===== config.mk =====
export PLATFORM = sky130hd
export DESIGN_NAME = arbiter_mux_32_8
export DESIGN_NICKNAME = d
export VERILOG_FILES = /design/src/rtl/arbiter_mux_32_8.sv
export SDC_FILE = /design/constraint.sdc
export NUM_CORES = 1
export LEC_CHECK = 0
export CAP_MARGIN = 20
export CORE_ASPECT_RATIO = 0.8
export CORE_MARGIN = 2
export CORE_UTILIZATION = 46
export CTS_CLUSTER_DIAMETER = 150
export DETAILED_ROUTE_END_ITERATION = 8
export PLACE_DENSITY = 0.86
export SYNTH_ARGS = -nofsm -noshare
export SYNTH_HDL_FRONTEND = slang
export SYNTH_SLANG_ARGS = --single-unit
export TNS_END_PERCENT = 30

===== constraint.sdc =====
create_clock -name clk_4f -period 1.8 [get_ports clk_4f]
set_input_delay 0.36 -clock clk_4f [delete_from_list [all_inputs] [get_ports clk_4f]]
set_output_delay 0.36 -clock clk_4f [all_outputs]
set_load 0.01 [all_outputs]

===== src/rtl/arbiter_mux_32_8.sv =====
// Round-robin arbiter sharing a 32-to-8 byte serializer between two word FIFOs.
// Words are emitted MSB first, one byte per clk_4f, with the next word
// prefetched during the current one so consecutive words stream without a gap.
module arbiter_mux_32_8 #(
  parameter logic [7:0] IDLE_SYMBOL = 8'hBC
) (
  input  logic        clk_4f,
  input  logic        reset,
  input  logic [31:0] fifo0_data_out,
  input  logic        fifo0_empty,
  input  logic [31:0] fifo1_data_out,
  input  logic        fifo1_empty,
  input  logic        stall,
  output logic        pop0,
  output logic        pop1,
  output logic [7:0]  data_out,
  output logic        valid_out,
  output logic        lane_out,
  output logic        busy
);

  localparam int unsigned WORD_W = 32;
  localparam int unsigned BYTE_W = 8;
  localparam int unsigned CNT_W  = 2;

  typedef enum logic [1:0] {
    ST_IDLE  = 2'd0,
    ST_POP   = 2'd1,
    ST_FETCH = 2'd2,
    ST_SEND  = 2'd3
  } state_t;

  state_t              state_q;
  logic [CNT_W-1:0]    cnt_q;
  logic                rr_ptr_q;
  logic                gnt_lane_q;
  logic                pend_q;
  logic [WORD_W-1:0]   shift_q;
  logic                pop0_q;
  logic                pop1_q;
  logic [BYTE_W-1:0]   data_q;
  logic                valid_q;
  logic                lane_q;
  logic                busy_q;

  logic                elig0_c;
  logic                elig1_c;
  logic                grant_c;
  logic                grant_lane_c;
  logic [WORD_W-1:0]   fetch_word_c;

  // Eligibility and round-robin pick; stall suppresses any new grant.
  always_comb begin
    elig0_c      = !fifo0_empty && !stall;
    elig1_c      = !fifo1_empty && !stall;
    grant_c      = elig0_c || elig1_c;
    grant_lane_c = (elig0_c && elig1_c) ? rr_ptr_q : elig1_c;
    fetch_word_c = gnt_lane_q ? fifo1_data_out : fifo0_data_out;
  end

  // Scheduler FSM with registered strobes and byte outputs.
  always_ff @(posedge clk_4f) begin
    if (!reset) begin
      state_q    <= ST_IDLE;
      cnt_q      <= '0;
      rr_ptr_q   <= 1'b0;
      gnt_lane_q <= 1'b0;
      pend_q     <= 1'b0;
      shift_q    <= '0;
      pop0_q     <= 1'b0;
      pop1_q     <= 1'b0;
      data_q     <= IDLE_SYMBOL;
      valid_q    <= 1'b0;
      lane_q     <= 1'b0;
      busy_q     <= 1'b0;
    end else begin
      pop0_q <= 1'b0;
      pop1_q <= 1'b0;
      case (state_q)
        ST_IDLE: begin
          valid_q <= 1'b0;
          data_q  <= IDLE_SYMBOL;
          if (grant_c) begin
            state_q    <= ST_POP;
            busy_q     <= 1'b1;
            gnt_lane_q <= grant_lane_c;
            rr_ptr_q   <= ~grant_lane_c;
            pop0_q     <= ~grant_lane_c;
            pop1_q     <= grant_lane_c;
          end
        end
        ST_POP: begin
          state_q <= ST_FETCH;
        end
        ST_FETCH: begin
          state_q <= ST_SEND;
          cnt_q   <= '0;
          shift_q <= {fetch_word_c[WORD_W-BYTE_W-1:0], BYTE_W'(0)};
          data_q  <= fetch_word_c[WORD_W-1 -: BYTE_W];
          valid_q <= 1'b1;
          lane_q  <= gnt_lane_q;
        end
        ST_SEND: begin
          cnt_q <= cnt_q + CNT_W'(1);
          if (cnt_q == CNT_W'(3)) begin
            if (pend_q) begin
              // Back-to-back: load the prefetched word without a bubble.
              pend_q  <= 1'b0;
              shift_q <= {fetch_word_c[WORD_W-BYTE_W-1:0], BYTE_W'(0)};
              data_q  <= fetch_word_c[WORD_W-1 -: BYTE_W];
              valid_q <= 1'b1;
              lane_q  <= gnt_lane_q;
            end else begin
              state_q <= ST_IDLE;
              busy_q  <= 1'b0;
              valid_q <= 1'b0;
              data_q  <= IDLE_SYMBOL;
            end
          end else begin
            data_q  <= shift_q[WORD_W-1 -: BYTE_W];
            shift_q <= {shift_q[WORD_W-BYTE_W-1:0], BYTE_W'(0)};
            if (cnt_q == CNT_W'(1) && grant_c) begin
              pend_q     <= 1'b1;
              gnt_lane_q <= grant_lane_c;
              rr_ptr_q   <= ~grant_lane_c;
              pop0_q     <= ~grant_lane_c;
              pop1_q     <= grant_lane_c;
            end
          end
        end
        default: begin
          state_q <= ST_IDLE;
          busy_q  <= 1'b0;
        end
      endcase
    end
  end

  assign pop0      = pop0_q;
  assign pop1      = pop1_q;
  assign data_out  = data_q;
  assign valid_out = valid_q;
  assign lane_out  = lane_q;
  assign busy      = busy_q;

endmodule

==> results by group, run 1 <==
Worst setup path
  – Worst Reg-to-Reg Cells: 5
  – CP max-delay cell: dfxtp_1
  – FF-to-FF End: data_out[7]
  – CP max stage delay: 0.39 ns
  – CP Class: reg2reg
  – Crit path DAT: 1.84 ns
  – Crit Path Max Fanout: 8
  – R2R setup slack: 0.15 ns
  – Setup crit end kind: register
  – Startpoint types: register
  – Critical Path, Cell by Cell: inv_1 -> ha_1 -> a21oi_1 -> o2bb2ai_1 -> o22a_1
  – Req. time, crit path: 2.00 ns
  – Worst r2r src: state_q[0]

Die
  – Die height: 68.57 um
  – Row count: 23
  – Die area: 5809 um^2
  – Initial Utilization: 0.4788
  – # IOs: 82
  – Die Width: 84.71 um
  – CORE AREA: 5007 um^2

Clocking
  – Clock Latency Late Sink: 0.30 ns
  – Root buffer cell: clkbuf_8
  – Clock-pin slew on the worst setup and hold paths: 0.09 ns
  – CTS tree: yes
  – Hold buffer count at cts: 0
  – Cts bufs inserted: 5
  – Longest Clk Path Bufs: 2
  – Num Clock Sinks: 44
  – CTS H-tree lvls: 2

Detailed routing
  – DR WL met2: 2.886 mm
  – WL met1: 2.724 mm
  – Uppermost layer routed: met4
  – Drt wl/cell: 15.02 um
  – Drc violations: 0
  – DRT Wirelength: 6.188 mm
  – Router iterations before antenna repair: 5
  – 1st-iter DRT viols: 155
  – Met3 WL: 487 um
  – DRT antenna net count: 0
  – Post-DR vias/cell: 5.646
  – Routed vias: 2326

Layout
  – Filler cells: 414
  – Layout cell share with drive strength beyond 1: 0.1429
  – Area Overhead vs Synth: 40.45%
  – Layout Nets: 425
  – Antenna Cells: 0

Timing
  – Skew final: 0.008553 ns
  – Slew @ Worst Pin: 0.4619 ns
  – Setup WS post-layout: 0.1517 ns
  – Fin crit share: 0.9157
  – Slew Viols, Final: 0
  – RSZ-0062 raised after global routing: no
  – Setup violators final: 0
  – Slew margin rel.: 0.6909
  – FMAX: 606.7 MHz
  – Setup TNS Final: 0 ns
  – Min Tclk post-route: 1.648 ns
  – Fin. Hold Viols: 0

Hold path
  – Hold/Removal Path Class: reg2reg
  – Worst min-delay path startpoint: shift_q[16]
  – Hold Path End: shift_q[24]
  – Hold depth: 2

Global routing
  – Pin count of the biggest net entering global routing: 21
  – Global-route wire length before repair: 10.18 mm
  – Vias in the first global route: 2148
  – All-Layer GR Usage: 0.2215
  – Initial antenna violation count: 0
  – Global route overflow: 0

Placed design
  – Dpl hpwl: 4.662 mm
  – Port Buffers: 81
  – Routability cong.: 0.9321
  – Pre-CTS WS: 0.08539 ns

Synth
  – Dominant cell type by area after synthesis: dfxtp_1
  – Cell variety after synth: 36
  – Syn avg cell area: 9.012 um^2
  – Gate Count Post-Synth: 266
  – Ys async rst share: 0
  – Top-area cell type share of the netlist area: 0.3674
  – Sequential fraction of the synthesis area: 0.3674
  – Number of synthesized flops with an enable pin: 0
  – Synth area leaders: dfxtp_1, mux2_2, mux2i_1
  – FF+latch count, synth: 44
  – Top FF cell, synth: dfxtp_1
  – Synth Net Count: 342
  – Synthesis Warnings: 0
  – Syn Std Cell Area: 2397 um^2

Power and ir drop
  – Leak Pwr: 1.205 nW
  – P_int: 0.002089 W
  – Switch share: 0.3447
  – Psw: 0.001099 W
  – Sequential power share: 0.409
  – Pwr dens: 946.8 nW/um^2
  – Combinational share of power: 0.396
  – Clock network fraction of design power: 0.195
  – Peak supply drop: 0.7083 mV

Status
  – Status: completed

Job
  – Max_cap viols: 0
==> logic make-up after synthesis <==
family,synth area share
AOI/OAI and AO/OA,0.2338
and+or+nand+nor,0.1070
muxes,0.1962
DFF,0.3674
buffers and inverters,0.05897
adders and majority gates,0.03653
==> critical path, delay by kind of cell (launching register included) <==
family	cells	cell delay [ns]
buffers and inverters	1	0.10
adders and majority gates	1	0.30
AOI/OAI and AO/OA	3	0.76
DFF	1	0.39
==> layout make-up <==
cell class | count | area (um^2) | share of cell area
Sequential cell | 44 | 880.8 | 0.2616
Inverter | 5 | 18.77 | 0.005574
Tap cell | 62 | 77.57 | 0.02304
Multi-Input combinational cell | 197 | 1379 | 0.4095
Timing Repair Buffer | 96 | 923.4 | 0.2742
Clock inverter | 3 | 18.77 | 0.005574
Clock buffer | 5 | 68.82 | 0.02044
==> cell usage in the layout, fill, tap and decap left out, types with 5 or more instances in the layout <==
| cell | n |
|---|---|
| nor2_1 | 7 |
| a31oi_1 | 11 |
| mux2_2 | 24 |
| o2bb2ai_1 | 5 |
| ha_1 | 7 |
| o22ai_1 | 10 |
| o22a_1 | 5 |
| buf_4 | 15 |
| o21ai_0 | 40 |
| nor2b_1 | 6 |
| clkdlybuf4s50_1 | 81 |
| clkbuf_8 | 5 |
| a21oi_1 | 13 |
| mux2i_1 | 20 |
| dfxtp_1 | 44 |
| nand2_1 | 23 |
==> sequential cells by signal, summed over array words and instances, names as in the netlist, 2 cells and up <==
name and flops:
data_out 8, state_q 2, shift_q 24, cnt_q 2
==> repair_timing <==
item,CTS,global route
gates resized for setup,0,1
setup endpoints to repair,0,1
buffers inserted,0,0
hold endpoints to repair,0,0
==> power groups by stage <==
stage	clock network (W)	logic [W]	registers, W
final	0.000622	0.00126	0.00130
after global placement	0	0.00121	0.00131
after global routing	0.000698	0.00139	0.00133
after CTS	0.000636	0.00126	0.00130
after detailed placement	0	0.00125	0.00132
after floorplan	0	0.000763	0.00132
==> worst max path at each step <==
stage                start          end  slack [ns]
6_report        state_q[0]  data_out[7]        0.15
5_1_grt         state_q[0]         pop0        0.04
4_1_cts         state_q[0]  data_out[7]        0.16
3_5_place_dp   fifo1_empty   gnt_lane_q        0.09
3_3_place_gp   fifo1_empty   gnt_lane_q        0.20
2_1_floorplan   state_q[0]     lane_out        0.30
==> synthesized netlist by cell type, types with 2 or more instances <==
cell type,n
dfxtp_1,44
o21ai_0,40
mux2_2,24
nand2_1,23
mux2i_1,20
a21oi_1,13
a31oi_1,11
o22ai_1,10
buf_4,7
ha_1,7
nor2_1,7
nor2b_1,7
clkbuf_1,6
o22a_1,5
o2bb2ai_1,5
a22oi_1,4
inv_1,4
buf_2,3
nand3_1,3
and3b_1,2
buf_6,2
clkbuf_2,2
nand2b_1,2
nand3b_1,2
nor4_1,2
==> stage by stage <==
stage	cell area (um^2)	instances	hold WS (ns)	utilization	power, W
after detailed placement	3278	404	0.4646	0.6547	0.002575
final	3367	412	0.4717	0.6724	0.003188
after CTS	3366	412	0.4725	0.6722	0.003195
after global placement	3278	404	0.4489	0.6547	0.002525
after floorplan	2397	266	0.4435	-	0.002084
after global routing	3367	412	0.4918	0.6724	0.003418
==> layer usage <==
metal,track usage,up-vias
li1,-,1139
met1,0.2858,1077
met2,0.3661,101
met3,0.06310,9
met4,0.06746,0
met5,0,-
Power figures use the tool's default switching activity.
==> run 2: changes to the inputs <==
Settings changed: CORE_UTILIZATION 46 to 47, CTS_BUF_LIST set to sky130_fd_sc_hd__clkbuf_2 sky130_fd_sc_hd__clkbuf_4 sky130_fd_sc_hd__clkbuf_8, GPL_TIMING_DRIVEN set to 0, PLACE_DENSITY 0.86 to 0.87, SKIP_CTS_REPAIR_TIMING set to 1.
==> run 2 against run 1 <==
Clock power is 0.6% lower. Non-clock buffer count increased by 5. Cell area is 0.71% higher. Sequential share of layout area down 0.15 points. Sequential power hardly changed. Global-route usage grew 0.18 points. Combinational power is essentially flat. Register-to-register slack worse by 0.06 ns. Worst setup slack lost 0.061 ns. Power up 0.57%. Clock skew down 0.0035 ns. Highest routed layer unchanged. Largest power group unchanged.
==> results by group, run 2 (same netlist as run 1, synthesis figures left out) <==
Status
  – Status: completed (unchanged)

Power and ir drop
  – Psw: 0.001110 W (was 0.001099 W)
  – Peak supply drop: 0.4972 mV (was 0.7083 mV)
  – Pwr dens: 945.5 nW/um^2 (was 946.8 nW/um^2)
  – Switch share: 0.3462 (was 0.3447)
  – P_int: 0.002096 W (was 0.002089 W)
  – Sequential power share: 0.409 (about the same)
  – Leak Pwr: 1.211 nW (was 1.205 nW)
  – Clock network fraction of design power: 0.193 (was 0.195)
  – Combinational share of power: 0.399 (was 0.396)

Layout
  – Max FFs per register: 24 (unchanged)
  – Largest Register: shift_q (unchanged)
  – Final Util: 0.6850 (was 0.6724)
  – Layout Nets: 430 (was 425)
  – Layout cell share with drive strength beyond 1: 0.1493 (was 0.1429)
  – Commonest non-fill, non-tap cell in the layout: clkdlybuf4s50_1 (unchanged)
  – Commonest non-fill, non-tap cells in the layout: clkdlybuf4s50_1, dfxtp_1, o21ai_0 (unchanged)
  – Area Overhead vs Synth: 41.44% (was 40.45%)
  – Final instance area: 3391 um^2 (was 3367 um^2)
  – Antenna Cells: 0 (unchanged)

Die
  – Initial Utilization: 0.4843 (was 0.4788)
  – Die Width: 83.85 um (was 84.71 um)
  – Row count: 23 (unchanged)
  – # IOs: 82 (unchanged)
  – Die height: 67.88 um (was 68.57 um)
  – Die area: 5692 um^2 (was 5809 um^2)
  – CORE AREA: 4950 um^2 (was 5007 um^2)

Clocking
  – CTS tree: yes (unchanged)
  – CTS H-tree lvls: 2 (unchanged)
  – Clock Latency Late Sink: 0.31 ns (was 0.30 ns)
  – Clock-pin slew on the worst setup and hold paths: 0.08 ns (was 0.09 ns)
  – Longest Clk Path Bufs: 2 (unchanged)
  – Cts bufs inserted: 5 (unchanged)
  – Root buffer cell: clkbuf_8 (unchanged)
  – Num Clock Sinks: 44 (unchanged)

Detailed routing
  – Post-DR vias/cell: 5.609 (was 5.646)
  – Router iterations before antenna repair: 4 (was 5)
  – Drt wl/cell: 14.94 um (was 15.02 um)
  – Routed vias: 2339 (was 2326)
  – DRT antenna net count: 0 (unchanged)
  – DRT Wirelength: 6.229 mm (was 6.188 mm)
  – Drc violations: 0 (unchanged)
  – 1st-iter DRT viols: 128 (was 155)

Worst setup path
  – Req. time, crit path: 1.98 ns (was 2.00 ns)
  – CP max stage delay: 0.39 ns (about the same)
  – Top delay family on crit path: flip-flops (was compound AO/OA/AOI/OAI gates)
  – CP bufs+invs: 2 (was 1)
  – Setup crit end kind: register (unchanged)
  – CP Class: reg2reg (unchanged)
  – Startpoint types: register (unchanged)
  – Crit path DAT: 1.89 ns (was 1.84 ns)
  – Crit Path Max Fanout: 10 (was 8)
  – CP max-delay cell: dfxtp_1 (unchanged)
  – Critical Path, Cell by Cell: ha_2 -> nor2b_1 -> buf_4 -> buf_6 -> mux2i_1 -> o22ai_1 (was inv_1 -> ha_1 -> a21oi_1 -> o2bb2ai_1 -> o22a_1)

Placed design
  – Dpl hpwl: 4.860 mm (was 4.662 mm)
  – Pre-CTS WS: -0.04855 ns (was 0.08539 ns)
  – Routability cong.: 0.8116 (was 0.9321)
  – Port Buffers: 81 (unchanged)
  – Post-DP Area: 3286 um^2 (was 3278 um^2)

Timing
  – FMAX: 585.2 MHz (was 606.7 MHz)
  – RSZ-0062 raised after global routing: yes (was no)
  – Slew Viols, Final: 0 (unchanged)
  – Slew @ Worst Pin: 0.4984 ns (was 0.4619 ns)
  – Setup WS post-layout: 0.09108 ns (was 0.1517 ns)
  – Skew final: 0.005092 ns (was 0.008553 ns)
  – Fin crit share: 0.9494 (was 0.9157)
  – Fin. Hold Viols: 0 (unchanged)
  – Setup violators final: 0 (unchanged)
  – Slew margin rel.: 0.6678 (was 0.6909)
  – Min Tclk post-route: 1.709 ns (was 1.648 ns)

Global routing
  – Pin count of the biggest net entering global routing: 15 (was 21)
  – Vias in the first global route: 2121 (was 2148)
  – Global route overflow: 0 (unchanged)
  – All-Layer GR Usage: 0.2232 (was 0.2215)
  – Global-route wire length before repair: 9.956 mm (was 10.18 mm)
  – Initial antenna violation count: 0 (unchanged)

Job
  – Max_cap viols: 0 (unchanged)

Hold path
  – Hold/Removal Path Class: reg2reg (unchanged)
run 2: final timing paths:
kind / startpoint / end / slack [ns] / cells after the start
setup / recovery: state_q[1] / shift_q[20] / 0.09 / 6
setup reg to reg: state_q[1] / shift_q[20] / 0.09 / 6
hold reg to reg: shift_q[30] / shift_q[30] / 0.47 / 2
hold / removal: shift_q[30] / shift_q[30] / 0.47 / 2
run 2: tightest hold or removal path: cells and delay by family, from the launching register on:
family	cells	cell delay [ns]
simple gates	1	0.05
compound gates	1	0.06
flops	1	0.32
run 2: per-layer routing:
layer	global-route usage	wire (um)	up-vias
met1	0.2859	2790	1088
met3	0.04946	477	7
li1	-	-	1152
met2	0.3760	2863	92
met5	0	0	-
met4	0.08468	98	0
run 2: power by group through the flow:
stage / Sequential (W) / Clock [W] / Combinational (W)
6_report: 0.00131 / 0.000618 / 0.00128
5_1_grt: 0.00133 / 0.000668 / 0.00140
3_5_place_dp: 0.00133 / 0 / 0.00125
3_3_place_gp: 0.00132 / 0 / 0.00121
4_1_cts: 0.00130 / 0.000625 / 0.00126
2_1_floorplan: 0.00132 / 0 / 0.000763
run 2: area by class of cell:
class / count / area (um^2)
well taps: 62 / 77.57
repair buffers: 81 / 810.8
clock inverters: 3 / 18.77
multi-input cells: 197 / 1388
inverters: 5 / 18.77
clock buffers: 5 / 68.82
fillers: 400 / 1559
plain buffers: 20 / 126.4
flip-flops and latches: 44 / 882.1
run 2: through the flow:
stage / hold WS [ns] / TNS, ns / total power (W) / cells
global placement: 0.4451 / -0.1603 / 0.002527 / 409
CTS: 0.4776 / -0.01515 / 0.003187 / 417
finish: 0.4735 / 0 / 0.003206 / 417
global route: 0.4946 / -0.05999 / 0.003402 / 417
floorplan: 0.4435 / 0 / 0.002084 / 266
detailed placement: 0.4626 / -0.1904 / 0.002581 / 409
==> run 3: changes to the inputs <==
Settings changed: CORE_MARGIN 2 to not set.
Clock period 1.8 ns to 1.9 ns, I/O delays scaled along.
==> run 3 against run 2 <==
Via count increased by 0.73%. Clock skew increased by 0.0073 ns. Wire length increased by 1.8%. Clock-buffer cell count increased by 2. Fmax decreased by 1.5%. Worst setup slack improved by 0.074 ns. Global-route usage increased by 2.1 points. Cell count decreased by 0.48%. Flip-flop and latch count unchanged. Critical path type unchanged. Largest power group unchanged. Highest routed layer unchanged.
==> results by group, run 3 (same netlist as run 1, synthesis figures left out) <==
Timing
  – Slew Viols, Final: 0 (unchanged)
  – FMAX: 576.5 MHz (was 585.2 MHz)
  – Skew final: 0.01241 ns (was 0.005092 ns)
  – Fin. Hold Viols: 0 (unchanged)
  – Setup TNS Final: 0 ns (unchanged)
  – Setup WS post-layout: 0.1654 ns (was 0.09108 ns)
  – RSZ-0062 raised after global routing: no (was yes)
  – Min Tclk post-route: 1.735 ns (was 1.709 ns)
  – Slew @ Worst Pin: 0.5016 ns (was 0.4984 ns)
  – Slew margin rel.: 0.6656 (was 0.6678)
  – Fin crit share: 0.9129 (was 0.9494)
  – Setup violators final: 0 (unchanged)

Worst setup path
  – Worst Reg-to-Reg Cells: 6 (unchanged)
  – Setup crit end kind: register (unchanged)
  – CP max stage delay: 0.40 ns (was 0.39 ns)
  – Critical Path, Cell by Cell: ha_2 -> nor2b_1 -> buf_4 -> buf_6 -> mux2i_1 -> o22ai_1 (unchanged)
  – Req. time, crit path: 2.07 ns (was 1.98 ns)
  – Crit path DAT: 1.90 ns (was 1.89 ns)
  – Crit Path Max Fanout: 10 (unchanged)
  – Startpoint types: register (unchanged)
  – CP Class: reg2reg (unchanged)
  – CP max-delay cell: dfxtp_1 (unchanged)

Placed design
  – Port Buffers: 81 (unchanged)
  – Routability cong.: 0.8345 (was 0.8116)
  – Pre-CTS WS: 0.03251 ns (was -0.04855 ns)
  – Dpl hpwl: 4.665 mm (was 4.860 mm)
  – Placed Instances: 407 (was 409)

Clocking
  – CTS tree: yes (unchanged)
  – Longest Clk Path Bufs: 2 (unchanged)
  – Cts bufs inserted: 5 (unchanged)
  – Num Clock Sinks: 44 (unchanged)
  – Root buffer cell: clkbuf_8 (unchanged)
  – CTS H-tree lvls: 2 (unchanged)
  – Clock Latency Late Sink: 0.30 ns (was 0.31 ns)
  – Clock-pin slew on the worst setup and hold paths: 0.09 ns (was 0.08 ns)

Die
  – CORE AREA: 4735 um^2 (was 4950 um^2)
  – Die Width: 81.85 um (was 83.85 um)
  – Row count: 22 (was 23)
  – # IOs: 82 (unchanged)
  – Initial Utilization: 0.5063 (was 0.4843)
  – Die height: 65.88 um (was 67.88 um)
  – Die area: 5392 um^2 (was 5692 um^2)

Layout
  – Commonest non-fill, non-tap cells in the layout: clkdlybuf4s50_1, dfxtp_1, o21ai_0 (unchanged)
  – Commonest non-fill, non-tap cell in the layout: clkdlybuf4s50_1 (unchanged)
  – Final non-filler cell total: 415 (was 417)
  – Largest Register: shift_q (unchanged)
  – Antenna Cells: 0 (unchanged)
  – Final Util: 0.7217 (was 0.6850)
  – Max FFs per register: 24 (unchanged)
  – Area Overhead vs Synth: 42.54% (was 41.44%)
  – Layout Nets: 430 (unchanged)
  – Layout cell share with drive strength beyond 1: 0.1408 (was 0.1493)
  – Filler cells: 361 (was 400)
  – Area of the multi-input gates: 1383 um^2 (was 1388 um^2)
  – Register Area: 880.8 um^2 (was 882.1 um^2)

Detailed routing
  – Drt wl/cell: 15.28 um (was 14.94 um)
  – 1st-iter DRT viols: 159 (was 128)
  – Router iterations before antenna repair: 4 (unchanged)
  – Drc violations: 0 (unchanged)
  – Post-DR vias/cell: 5.677 (was 5.609)
  – DRT Wirelength: 6.340 mm (was 6.229 mm)
  – DRT antenna net count: 0 (unchanged)
  – Routed vias: 2356 (was 2339)

Global routing
  – Initial antenna violation count: 0 (unchanged)
  – All-Layer GR Usage: 0.2442 (was 0.2232)
  – GR Util met3: 0.06759 (was 0.04946)
  – Pin count of the biggest net entering global routing: 14 (was 15)
  – GR Util met2: 0.3874 (was 0.3760)
  – Met1 Use GR: 0.3271 (was 0.2859)
  – Vias in the first global route: 2157 (was 2121)
  – Global-route wire length before repair: 10.03 mm (was 9.956 mm)
  – Global route overflow: 0 (unchanged)
  – Busiest grt layer: met2 (unchanged)

Power and ir drop
  – Pwr dens: 946.6 nW/um^2 (was 945.5 nW/um^2)
  – Leak Pwr: 1.223 nW (was 1.211 nW)
  – Peak supply drop: 0.6939 mV (was 0.4972 mV)

Status
  – Status: completed (unchanged)

Job
  – Max_cap viols: 0 (unchanged)

Hold path
  – Hold depth: 2 (unchanged)
  – Hold/Removal Path Class: reg2reg (unchanged)
[run 3: cell types whose count changed in the layout (fill, tap and decap cells not counted), sizes merged]
cell	previous run	this run
clkbuf	13	15
clkinv	4	1
bufinv	0	1
[run 3: final cells by class]
type                    instances  area share
inverters                       5    0.005492
clock inverters                 1    0.008788
flip-flops and latches         44      0.2578
plain buffers                  20     0.03588
well taps                      60     0.02197
multi-input cells             197      0.4046
repair buffers                 81      0.2373
clock buffers                   7     0.02819
[run 3: worst paths after layout]
path	start	end	slack, ns
setup / recovery	state_q[0]	shift_q[20]	0.17
hold / removal	busy	busy	0.46
setup reg to reg	state_q[0]	shift_q[20]	0.17
hold reg to reg	busy	busy	0.46
[run 3: power breakdown]
part	leakage [nW]	switching [W]	internal, W	total (W)
Clock	0.0645	0.000321	0.000464	0.000785
Combinational	0.801	0.000611	0.000601	0.00121
Sequential	0.357	0.000117	0.00112	0.00124
Total	1.22	0.00105	0.00219	0.00323
[run 3: worst max-delay path: cells and delay by family (launching register included)]
kind	cells	cell delay, ns
buf+inv	2	0.37
simple gates	1	0.16
flops	1	0.40
fa+ha+maj	1	0.29
mux	1	0.28
compound gates	1	0.10
[run 3: per-stage QoR]
| stage | cell area (um^2) | hold WS [ns] | total power, W |
|---|---|---|---|
| after floorplan | 2397 | 0.4435 | 0.001974 |
| after global placement | 3283 | 0.4492 | 0.002400 |
| after detailed placement | 3283 | 0.4525 | 0.002443 |
| after CTS | 3410 | 0.4658 | 0.003223 |
| after global routing | 3417 | 0.4921 | 0.003443 |
| final | 3417 | 0.4643 | 0.003235 |
[run 3: metal layers]
layer | vias up | part of all wire
li1 | 1148 | -
met1 | 1114 | 0.45
met2 | 86 | 0.45
met3 | 8 | 0.085
met4 | 0 | 0.013
met5 | - | 0
